File: config.mk
export PLATFORM = sky130hd
export DESIGN_NAME = rtc_access_scheduler
export DESIGN_NICKNAME = d
export VERILOG_FILES = /design/src/rtl/rtc_access_scheduler.sv
export SDC_FILE = /design/constraint.sdc
export NUM_CORES = 1
export LEC_CHECK = 0
export BUFFER_PORTS_ARGS = -buffer_cell sky130_fd_sc_hd__buf_2
export CAP_MARGIN = 10
export CORE_MARGIN = 3
export CORE_UTILIZATION = 40
export CTS_CLUSTER_SIZE = 25
export DETAILED_ROUTE_END_ITERATION = 8
export PLACE_DENSITY = 0.63
export SKIP_LAST_GASP = 1
export SYNTH_ARGS = -nofsm -noshare
export SYNTH_HDL_FRONTEND = slang
export SYNTH_SLANG_ARGS = --single-unit
File: constraint.sdc
create_clock -name clk -period 2.8 [get_ports clk]
set_input_delay 0.56 -clock clk [delete_from_list [all_inputs] [get_ports clk]]
set_output_delay 0.56 -clock clk [all_outputs]
set_load 0.02 [all_outputs]
File: src/rtl/rtc_access_scheduler.sv
// RTC access scheduler: sole owner of the RTC bus-cycle engine. Runs periodic
// read sweeps of the time/date registers into the RAM mirror and slots user
// writes between sweep items. Every engine transaction is bounded by a timeout.
module rtc_access_scheduler #(
  parameter logic [7:0] BASE_ADDR = 8'h21,
  parameter int         N_REGS    = 6,
  parameter int         TIMEOUT   = 64
) (
  input  logic       clk,
  input  logic       reset,
  input  logic       refresh_tick,
  input  logic       wr_req,
  input  logic [2:0] wr_sel,
  input  logic [7:0] wr_data,
  output logic       wr_ack,
  output logic       eng_start,
  output logic       eng_w_r,
  output logic [7:0] eng_addr,
  output logic [7:0] eng_wdata,
  input  logic [7:0] eng_rdata,
  input  logic       eng_done,
  output logic       ram_we,
  output logic [2:0] ram_addr,
  output logic [7:0] ram_wdata,
  output logic       busy,
  output logic       sweep_done,
  output logic       timeout_err
);

  localparam int           TW       = $clog2(TIMEOUT);
  localparam logic [TW-1:0] TMO_LAST = TW'(TIMEOUT - 1);
  localparam logic [2:0]   LAST_IDX = 3'(N_REGS - 1);
  localparam logic [3:0]   NREG4    = 4'(N_REGS);

  typedef enum logic [2:0] {
    S_IDLE  = 3'd0,
    S_START = 3'd1,
    S_WAIT  = 3'd2,
    S_STORE = 3'd3,
    S_ACK   = 3'd4
  } state_t;

  state_t        state_q, state_d;
  logic          sweep_pend_q, sweep_pend_d;
  logic [2:0]    rd_idx_q, rd_idx_d;
  logic [TW-1:0] tmo_q, tmo_d;
  logic          op_wr_q, op_wr_d;     // latched operation: 1 = write
  logic [2:0]    idx_q, idx_d;         // latched register index
  logic [7:0]    wdata_q, wdata_d;     // latched write data (0 for reads)
  logic [7:0]    rdata_q, rdata_d;     // captured read data for STORE
  logic          sweep_end;
  logic          tmo_fire;
  logic          in_txn;

  // State and operand registers; reset drops any transaction in flight.
  always_ff @(posedge clk or negedge reset) begin
    if (!reset) begin
      state_q      <= S_IDLE;
      sweep_pend_q <= 1'b0;
      rd_idx_q     <= '0;
      tmo_q        <= '0;
      op_wr_q      <= 1'b0;
      idx_q        <= '0;
      wdata_q      <= '0;
      rdata_q      <= '0;
    end else begin
      state_q      <= state_d;
      sweep_pend_q <= sweep_pend_d;
      rd_idx_q     <= rd_idx_d;
      tmo_q        <= tmo_d;
      op_wr_q      <= op_wr_d;
      idx_q        <= idx_d;
      wdata_q      <= wdata_d;
      rdata_q      <= rdata_d;
    end
  end

  // Arbitration, transaction sequencing and sweep index bookkeeping.
  always_comb begin
    state_d   = state_q;
    rd_idx_d  = rd_idx_q;
    tmo_d     = tmo_q;
    op_wr_d   = op_wr_q;
    idx_d     = idx_q;
    wdata_d   = wdata_q;
    rdata_d   = rdata_q;
    sweep_end = 1'b0;
    tmo_fire  = 1'b0;
    unique case (state_q)
      S_IDLE: begin
        if (wr_req) begin
          op_wr_d = 1'b1;
          idx_d   = wr_sel;
          wdata_d = wr_data;
          // Out-of-range index is acknowledged without touching the engine.
          state_d = ({1'b0, wr_sel} >= NREG4) ? S_ACK : S_START;
        end else if (sweep_pend_q) begin
          op_wr_d = 1'b0;
          idx_d   = rd_idx_q;
          wdata_d = '0;
          state_d = S_START;
        end
      end
      S_START: begin
        tmo_d   = '0;
        state_d = S_WAIT;
      end
      S_WAIT: begin
        tmo_d = tmo_q + 1'b1;
        // A completion in the terminal-count cycle still counts as success.
        if (eng_done) begin
          if (op_wr_q) begin
            state_d = S_ACK;
          end else begin
            rdata_d = eng_rdata;
            state_d = S_STORE;
          end
        end else if (tmo_q == TMO_LAST) begin
          tmo_fire = 1'b1;
          if (op_wr_q) begin
            state_d = S_ACK;
          end else begin
            // Aborted read still moves the sweep on; the slot keeps old data.
            if (rd_idx_q == LAST_IDX) begin
              sweep_end = 1'b1;
              rd_idx_d  = '0;
            end else begin
              rd_idx_d = rd_idx_q + 1'b1;
            end
            state_d = S_IDLE;
          end
        end
      end
      S_STORE: begin
        if (rd_idx_q == LAST_IDX) begin
          sweep_end = 1'b1;
          rd_idx_d  = '0;
        end else begin
          rd_idx_d = rd_idx_q + 1'b1;
        end
        state_d = S_IDLE;
      end
      S_ACK: begin
        state_d = S_IDLE;
      end
      default: begin
        state_d = S_IDLE;
      end
    endcase
  end

  // A tick landing on the last item re-arms a fresh sweep from index 0.
  always_comb begin
    sweep_pend_d = refresh_tick | (sweep_pend_q & ~sweep_end);
  end

  // Output decode: engine operands are only driven while a transaction is open.
  always_comb begin
    in_txn      = (state_q == S_START) || (state_q == S_WAIT);
    busy        = (state_q != S_IDLE);
    eng_start   = (state_q == S_START);
    eng_w_r     = in_txn & op_wr_q;
    eng_addr    = in_txn ? (BASE_ADDR + {5'd0, idx_q}) : 8'd0;
    eng_wdata   = in_txn ? wdata_q : 8'd0;
    ram_we      = (state_q == S_STORE);
    ram_addr    = (state_q == S_STORE) ? idx_q : 3'd0;
    ram_wdata   = (state_q == S_STORE) ? rdata_q : 8'd0;
    wr_ack      = (state_q == S_ACK);
    sweep_done  = sweep_end;
    timeout_err = tmo_fire;
  end

endmodule

Word-level counts from Yosys, hierarchy flattened
Index checks and enable logic that the tools add are counted.
W data, S select, Z words.
{"block": "classes", "n_addsub": 3, "order_cmp": 1, "eq_ne": 11, "mux": 32, "bitwise": 5, "reduce_logical": 10}
{"cell": "$mux W3", "n": 14}
{"cell": "$mux W8", "n": 4}
{"cell": "$pmux W6 S2", "n": 1}
{"cell": "$mux W1", "n": 9}
{"cell": "$pmux W3 S3", "n": 1}
{"cell": "$add A6 B3 Y7 const A", "n": 1}
{"cell": "$mux W7", "n": 1}
{"cell": "$add A6 B1 Y6 const B", "n": 1}
{"cell": "$eq A3 B2 Y1 const B", "n": 2}
{"cell": "$eq A3 B3 Y1 const B", "n": 2}
{"cell": "$eq A6 B6 Y1 const B", "n": 1}
{"cell": "$ne A2 B2 Y1 const B", "n": 3}
{"cell": "$ne A3 B3 Y1 const B", "n": 2}
{"cell": "$pmux W3 S2", "n": 1}
{"cell": "$reduce_bool A2 Y1", "n": 3}
{"cell": "$reduce_and A2 Y1", "n": 2}
{"cell": "$reduce_and A4 Y1", "n": 1}
{"cell": "$add A3 B1 Y3 const B", "n": 1}
{"cell": "$eq A3 B1 Y1 const B", "n": 1}
{"cell": "$ge A3 B3 Y1 const B", "n": 1}
{"cell": "$logic_not A3 Y1", "n": 1}
{"cell": "$reduce_and A3 Y1", "n": 1}
{"cell": "$reduce_bool A3 Y1", "n": 1}
{"cell": "$and A1 B1 Y1", "n": 2}
{"cell": "4 further kinds", "n": 5}
{"block": "word_totals", "ff_bits": 33}

Longest topological paths before layout
Gate-level depths: netlist (run 1).
{"block": "depth", "depth_word": 9, "mapped_depth": 7}

Worst setup path after synthesis (run 1)
Ideal clock, no wire load.
{"block": "synth_timing", "kind": "register -> output", "from": "reg state_q[0]", "to": "out sweep_done", "arrival_ns": 1.913, "required_ns": 2.240, "path_slack_ns": 0.327, "path_stages_with_launch": 6, "path_cell_list": "dfrtp_1 > or3b_1 > buf_2 > or4b_4 > o2bb2ai_4 > and4b_1"}
{"block": "synth_between", "elab_chain_cells": 2, "elab_cells_between_ends": 3}
{"item": "start: declaration", "line": "43", "source": "state_t state_q, state_d;"}
{"item": "start signal: assignment", "line": "67", "source": "state_q <= state_d;"}
{"item": "$eq A3 B2 Y1", "line": "89", "source": "unique case (state_q)"}
{"item": "$pmux W1 S2 *", "line": "89"}
{"item": "end: declaration", "line": "26", "source": "output logic sweep_done,"}
Mark *: on every way between the ends. The rest lies on a longest branch, timed or not.

Worst setup path after layout (run 1)
{"block": "layout_timing", "from": "reg state_q[2]", "to": "out sweep_done"}
The elaborated chain is that of the path after synthesis.

==> results.cfg, run 1 <==
[setup_path]
crit_chain = or3b_4 -> or4b_4 -> o2bb2ai_4 -> and4b_1 -> buf_2
crit_type = reg2out
path_depth = 5
path_delay_family = simple AND/OR/NAND/NOR gates
start_kind = flop
critPathCaptureType = output port
reg2reg_depth = 5
cpPeakStageDelay_ns = 0.51
critical_path_buf_inv_count = 1
cp_slowest_cell = or4b_4
crit_arrival_ns = 2.18
cp.required_ns = 2.24
cp_max_fo = 7

[cells_and_area]
syn_to_final_growth_pct = 25.0
final_nets = 243
antenna_cells = 0
final_area_um2 = 2090
drive_gt1_share_pct = 38.1
utilization_pct = 54.5

[global_route]
grt_max_degree = 34
gr-total-overflow = 0
antenna_found_initial = 0
grt_pass1_wl_um = 6420
grt_use_total_pct = 16.2
grt_pass1_vias = 1388

[clock_tree]
ctsHtreeMaxLevel = 2
cts_buffer_depth = 2
root_buffer = clkbuf_8
clock-sinks = 33
ctsHoldBuffers = 0
cts_tree = done
cts_buffers = 5
clkLatencyLatePin_ns = 0.28
path_clk_slew_ns = 0.07

[drt]
wl_um = 3880
drtAntennaViolNets = 0
drcViolationCount = 0
wl_per_cell_um = 14.6
drtIter0Drc = 33
dr_total_vias = 1391
routed_via_density = 5.23
drtPass1Iterations = 4

[min_path]
hold_class = in2async

[die]
core-area_um2 = 3830
dieArea_um2 = 4980
dieHeight_um = 70.6
die_w_um = 70.6
start_util_pct = 43.6
io_pins = 58
fp-row-count = 22

[power]
pwr_density_cell_nw_per_um2 = 1070
p_comb_share_pct = 48.3
intPower_w = 0.00130
p_seq_share_pct = 36.1
power_frac_clock_pct = 15.6
peakVddDrop_mv = 0.511
swShare_pct = 42.2
switchingPower_w = 0.000945
leakage_nw = 1.11

[sta]
fin_crit_sh_pct = 97.9
fin_crit_ns = 2.74
finalHoldViolCount = 0
fin_skew_ns = 0.00252
max_slew.worst_pin.slew_ns = 1.01
timing.slew.headroom_pct = 32.2
worst_slack_ns = 0.0582
fmax_mhz = 365
setup_violations = 0
slew_viol_final = 0

[yosys]
synth_area_leaders = dfrtp_1 (49%), mux2_2 (5.4%), a22o_1 (4.7%)
avgSynthCellArea_um2 = 10.5
synthFlopType = dfrtp_1
yosysWarnings = 0
ys_top_cells_by_count = dfrtp_1 (33), and3_1 (12), nor2b_1 (12)
ys_seq_elements = 33
synth_edf_count = 0
syn_area_um2 = 1670
yosysMostFrequentCell = dfrtp_1
postSynthCellCount = 159
synthArstFlopShare_pct = 100
yosysSeqAreaShare_pct = 49.5
synth_cell_types = 36
yosysTopAreaCell = dfrtp_1
synth_top_area_share_pct = 49.5

[place]
dp_hpwl_um = 2840
place_area_um2 = 1980
place.gp.congestion = 0.805
pre_cts_ws_ns = 0.288
io_buffer_count = 54

[job]
drv_cap = 0

[status]
status = completed
-- power by group through the flow --
stage               sequential [W]  combinational [W]  clock [W]
floorplan                 0.000778           0.000776          0
global placement          0.000801            0.00104          0
detailed placement        0.000819            0.00106          0
CTS                       0.000811            0.00107   0.000364
global route              0.000840            0.00119   0.000388
finish                    0.000810            0.00108   0.000350
-- final cells by class --
cell class	count	area, um^2
Multi-Input combinational cell	113	781
Clock buffer	5	68.8
Fill cell	355	1740
Sequential cell	33	826
Tap cell	48	60.1
Clock inverter	3	17.5
Timing Repair Buffer	61	323
Inverter	3	11.3
-- routing by layer --
metal / GRT usage (%) / vias to the layer above / part of all wire [%]
li1: - / 672 / -
met1: 19.1 / 675 / 44
met2: 27.3 / 40 / 48
met3: 6.25 / 4 / 7.2
met4: 5.01 / 0 / 0.70
met5: 0 / - / 0
-- placed cells by master (no fill, tap or decap), drive strengths merged --
cell	Yosys	final
ha	2	2
clkinvlp	0	1
and3	12	12
xnor2	1	1
o2bb2ai	1	1
a22o	9	9
inv	3	3
nor3b	2	2
o211ai	1	1
nand3	4	4
or2	1	1
dfrtp	33	33
a31oi	2	2
and2	2	2
clkbuf	7	5
or3b	1	1
a21o	2	2
a21oi	4	4
nand2	10	10
o31ai	1	1
buf	5	61
nor2	10	10
mux2	10	10
conb	1	3
clkinv	0	2
mux2i	3	3
nand3b	1	1
nor3	3	3
o21ai	10	10
and4b	1	1
nor2b	12	12
nand4	2	2
nor4bb	1	1
or4b	1	1
or4	1	1
-- final timing paths --
path / to / startpoint / slack [ns]
max: sweep_done / state_q[2]$_DFFE_PN0P_ / 0.06
max reg2reg: rd_idx_q[2]$_DFFE_PN0P_ / state_q[2]$_DFFE_PN0P_ / 0.70
min in group clk: tmo_q[4]$_DFFE_PN0N_ / tmo_q[4]$_DFFE_PN0N_ / 0.49
max in group asynchronous: wdata_q[1]$_DFFE_PN0P_ / reset / 2.00
min: tmo_q[5]$_DFFE_PN0N_ / reset / 0.33
min reg2reg: tmo_q[4]$_DFFE_PN0N_ / tmo_q[4]$_DFFE_PN0N_ / 0.49
-- worst reg2reg max path: stages (launching register included) --
cell and delay, ns:
dfrtp_1 0.43, or3b_4 0.43, or4b_4 0.51, o2bb2ai_4 0.19, buf_4 0.15, mux2_4 0.29
-- registers in the layout (all words and copies together), names as in the netlist --
signal,flops
idx_q,3
op_wr_q,1
rd_idx_q,3
rdata_q,8
state_q,3
sweep_pend_q,1
tmo_q,6
wdata_q,8
-- cell families (layout without fill, tap and decap cells) --
| kind of cell | count (synthesis) | after routing | synth area share [%] |
|---|---|---|---|
| simple gates | 64 | 64 | 21.8 |
| flops | 33 | 33 | 49.5 |
| compound gates | 30 | 30 | 13.1 |
| buf+inv | 15 | 72 | 4.35 |
| mux | 13 | 13 | 9.00 |
| fa+ha+maj | 2 | 2 | 1.50 |
| other cells | 1 | 3 | 0.225 |
| xor+xnor | 1 | 1 | 0.525 |
-- per-stage QoR --
stage	total power (W)	TNS [ns]	cells	hold slack, ns
floorplan	0.00155	0	161	0.264
global placement	0.00184	0	255	0.475
detailed placement	0.00188	0	255	0.487
CTS	0.00224	0	263	0.362
global route	0.00242	-0.00288	266	0.391
finish	0.00224	0	266	0.329
-- timing repair --
action	4_1_cts	5_1_grt
resized for setup	1	0
pin swaps	0	1
endpoints found under the setup margin	1	1
setup buffers	0	3
(Power assumes the default switching activity.)
==> run 2, diff against run 1 <==
ABC_AREA = 1   (was not set)
==> run 2 against run 1 <==
  * Synthesized area grew 3.6%
  * Sequential share of layout area down 0.38 points
  * Final cell count up 23%
  * Wire length shrank 3.2%
  * Sequential power down 5.4%
  * Power decreased by 1.1%
  * Sequential cell count is the same
  * Register-to-register slack better by 0.62 ns
  * Via count rose by 8.0%
  * Setup slack improved by 0.46 ns
  * Critical path depth is 1 higher
  * Maximum frequency rose by 20%
  * Critical endpoint is now eng_addr[3]
==> results.cfg, run 2 <==
[power]
intPower_w = 0.00120
swShare_pct = 45.8
power_frac_clock_pct = 17.6
p_comb_share_pct = 47.8
leakage_nw = 1.15
pwr_density_cell_nw_per_um2 = 1050
switchingPower_w = 0.00102
peakVddDrop_mv = 0.454
p_seq_share_pct = 34.6

[cells_and_area]
final_cell_mix = buf_2 (54), inv_1 (36), nor2_1 (34), dfrtp_1 (33), nand2_1 (32)
syn_to_final_growth_pct = 21.9
final_nets = 302
layout_commonest_cell = buf_2
n_fill_cell = 419
final_area_um2 = 2110
reg_top3 = rdata_q: 8 flops, wdata_q: 8 flops, tmo_q: 6 flops
antenna_cells = 0
drive_gt1_share_pct = 26.7

[yosys]
yosysWarnings = 0
synth_cell_types = 29
synthFlopType = dfrtp_1
avgSynthCellArea_um2 = 7.75
synth_top_area_share_pct = 47.8
yosysTopAreaCell = dfrtp_1
ys_top_cells_by_count = inv_1 (36), nor2_1 (34), dfrtp_1 (33)
postSynthCellCount = 223
synth_area_leaders = dfrtp_1 (48%), inv_1 (7.8%), nor2_1 (7.4%)
synth_edf_count = 0
yosysSeqAreaShare_pct = 47.8
ys_seq_elements = 33
synthArstFlopShare_pct = 100
syn_area_um2 = 1730
yosysMostFrequentCell = inv_1

[setup_path]
crit_arrival_ns = 1.72
crit_end = eng_addr[3]
crit_type = reg2out
start_kind = flop
regToRegSetupSlack_ns = 1.32
critPathCaptureType = output port
cp.required_ns = 2.24
cp_max_fo = 16
reg2reg_depth = 5
startpoint = state_q[0]$_DFFE_PN0P_
r2r-end = idx_q[0]$_DFFE_PN0P_
r2r_start = state_q[0]$_DFFE_PN0P_

[clock_tree]
clkLatencyLatePin_ns = 0.29
path_clk_slew_ns = 0.07
cts_resized = 0
cts_buffer_depth = 2
cts_tree = done
root_buffer = clkbuf_8
post_cts_buffers = 0
cts_buffers = 5
ctsHtreeMaxLevel = 2
ctsHoldBuffers = 0
clock-sinks = 33

[sta]
finalHoldViolCount = 0
rsz0062_at_grt = false
timing.slew.headroom_pct = 52.0
fin_crit_sh_pct = 81.4
slew_viol_final = 0
fin_crit_ns = 2.28
fin_skew_ns = 0.00867
fmax_mhz = 439
max_slew.worst_pin.slew_ns = 0.719
setup_violations = 0
finalSetupTns_ns = 0

[die]
core-area_um2 = 4090
dieHeight_um = 71.8
die_w_um = 71.8
fp-row-count = 23
dieArea_um2 = 5150
io_pins = 58
start_util_pct = 42.3

[global_route]
use_met1_pct = 22.4
use_met2_pct = 26.7
grt_use_total_pct = 17.1
grt_pass1_wl_um = 6710
antenna_found_initial = 0
gr-total-overflow = 0
grt_pass1_vias = 1467
gr-max-usage-layer = met2
met3_usage_pct = 5.33
grt_max_degree = 34

[job]
drv_cap = 0

[drt]
dr_total_vias = 1502
drtAntennaViolNets = 0
wl_per_cell_um = 11.5
routed_via_density = 4.59
drcViolationCount = 0
drtPass1Iterations = 4
drtIter0Drc = 96
wl_um = 3760

[place]
io_buffer_count = 54
dp_hpwl_um = 2810
place_area_um2 = 2010
place.gp.congestion = 0.814

[min_path]
hold_class = in2async

[status]
status = completed
run 2: cell types whose count changed in the layout (fill, tap and decap cells not counted), sizes merged, moves of 12 or more:
cell,before,now
inv,3,40
nor2,10,37
nand2,10,33
o21ai,10,30
nand3,4,22
and3,12,0
nor2b,12,0
run 2: power by group through the flow:
stage,Sequential [W],Clock (W),Combinational (W)
5_1_grt,0.000791,0.000430,0.00125
2_1_floorplan,0.000753,0,0.000821
4_1_cts,0.000768,0.000405,0.00108
3_5_place_dp,0.000775,0,0.00108
6_report,0.000766,0.000391,0.00106
3_3_place_gp,0.000770,0,0.00107
run 2: worst min path at each step:
stage	endpoint	slack [ns]
finish	tmo_q[2]$_DFFE_PN0N_	0.32
global route	tmo_q[2]$_DFFE_PN0N_	0.37
CTS	tmo_q[2]$_DFFE_PN0N_	0.34
detailed placement	sweep_pend_q$_DFF_PN0_	0.47
global placement	sweep_pend_q$_DFF_PN0_	0.47
floorplan	idx_q[0]$_DFFE_PN0P_	0.26
run 2: cell type report:
cell class                      instances  area [um^2]  area share, %
Multi-Input combinational cell        142          697           33.1
Clock inverter                          1         5.00          0.238
Timing Repair Buffer                   54          270           12.8
Tap cell                               50         62.6           2.97
Sequential cell                        33          826           39.2
Clock buffer                            7         96.3           4.57
Inverter                               40          150           7.13
run 2: cells by family (layout without fill, tap and decap cells):
logic type	Yosys count	count (layout)	share of synthesized area [%]
fa+ha+maj	2	2	1.45
compound gates	39	39	12.2
other cells	1	3	0.217
buf+inv	50	102	12.4
simple gates	97	97	25.5
flops	33	33	47.8
xor+xnor	1	1	0.507
run 2: metrics by stage:
stage                     total power, W  hold slack (ns)  setup slack (ns)  utilization (%)  std cells
final                            0.00222            0.321             0.520             51.6        327
after floorplan                  0.00157            0.264             0.745                -        225
after global placement           0.00184            0.474             0.815             49.1        319
after detailed placement         0.00186            0.468             0.781             49.1        319
after CTS                        0.00226            0.341             0.508             51.6        327
after global routing             0.00247            0.374             0.357             51.6        327
run 2: metal layers:
metal	vias up	routed length, um
met2	45	1620
met3	6	282
li1	803	-
met4	0	63
met1	648	1790
met5	-	0
run 2: worst max-delay path, cell delays in order (launching register included):
cell and delay, ns:
dfrtp_1 0.43, inv_2 0.12, nand3_4 0.12, nand2_1 0.15, inv_2 0.13, nor4_1 0.24, buf_2 0.23
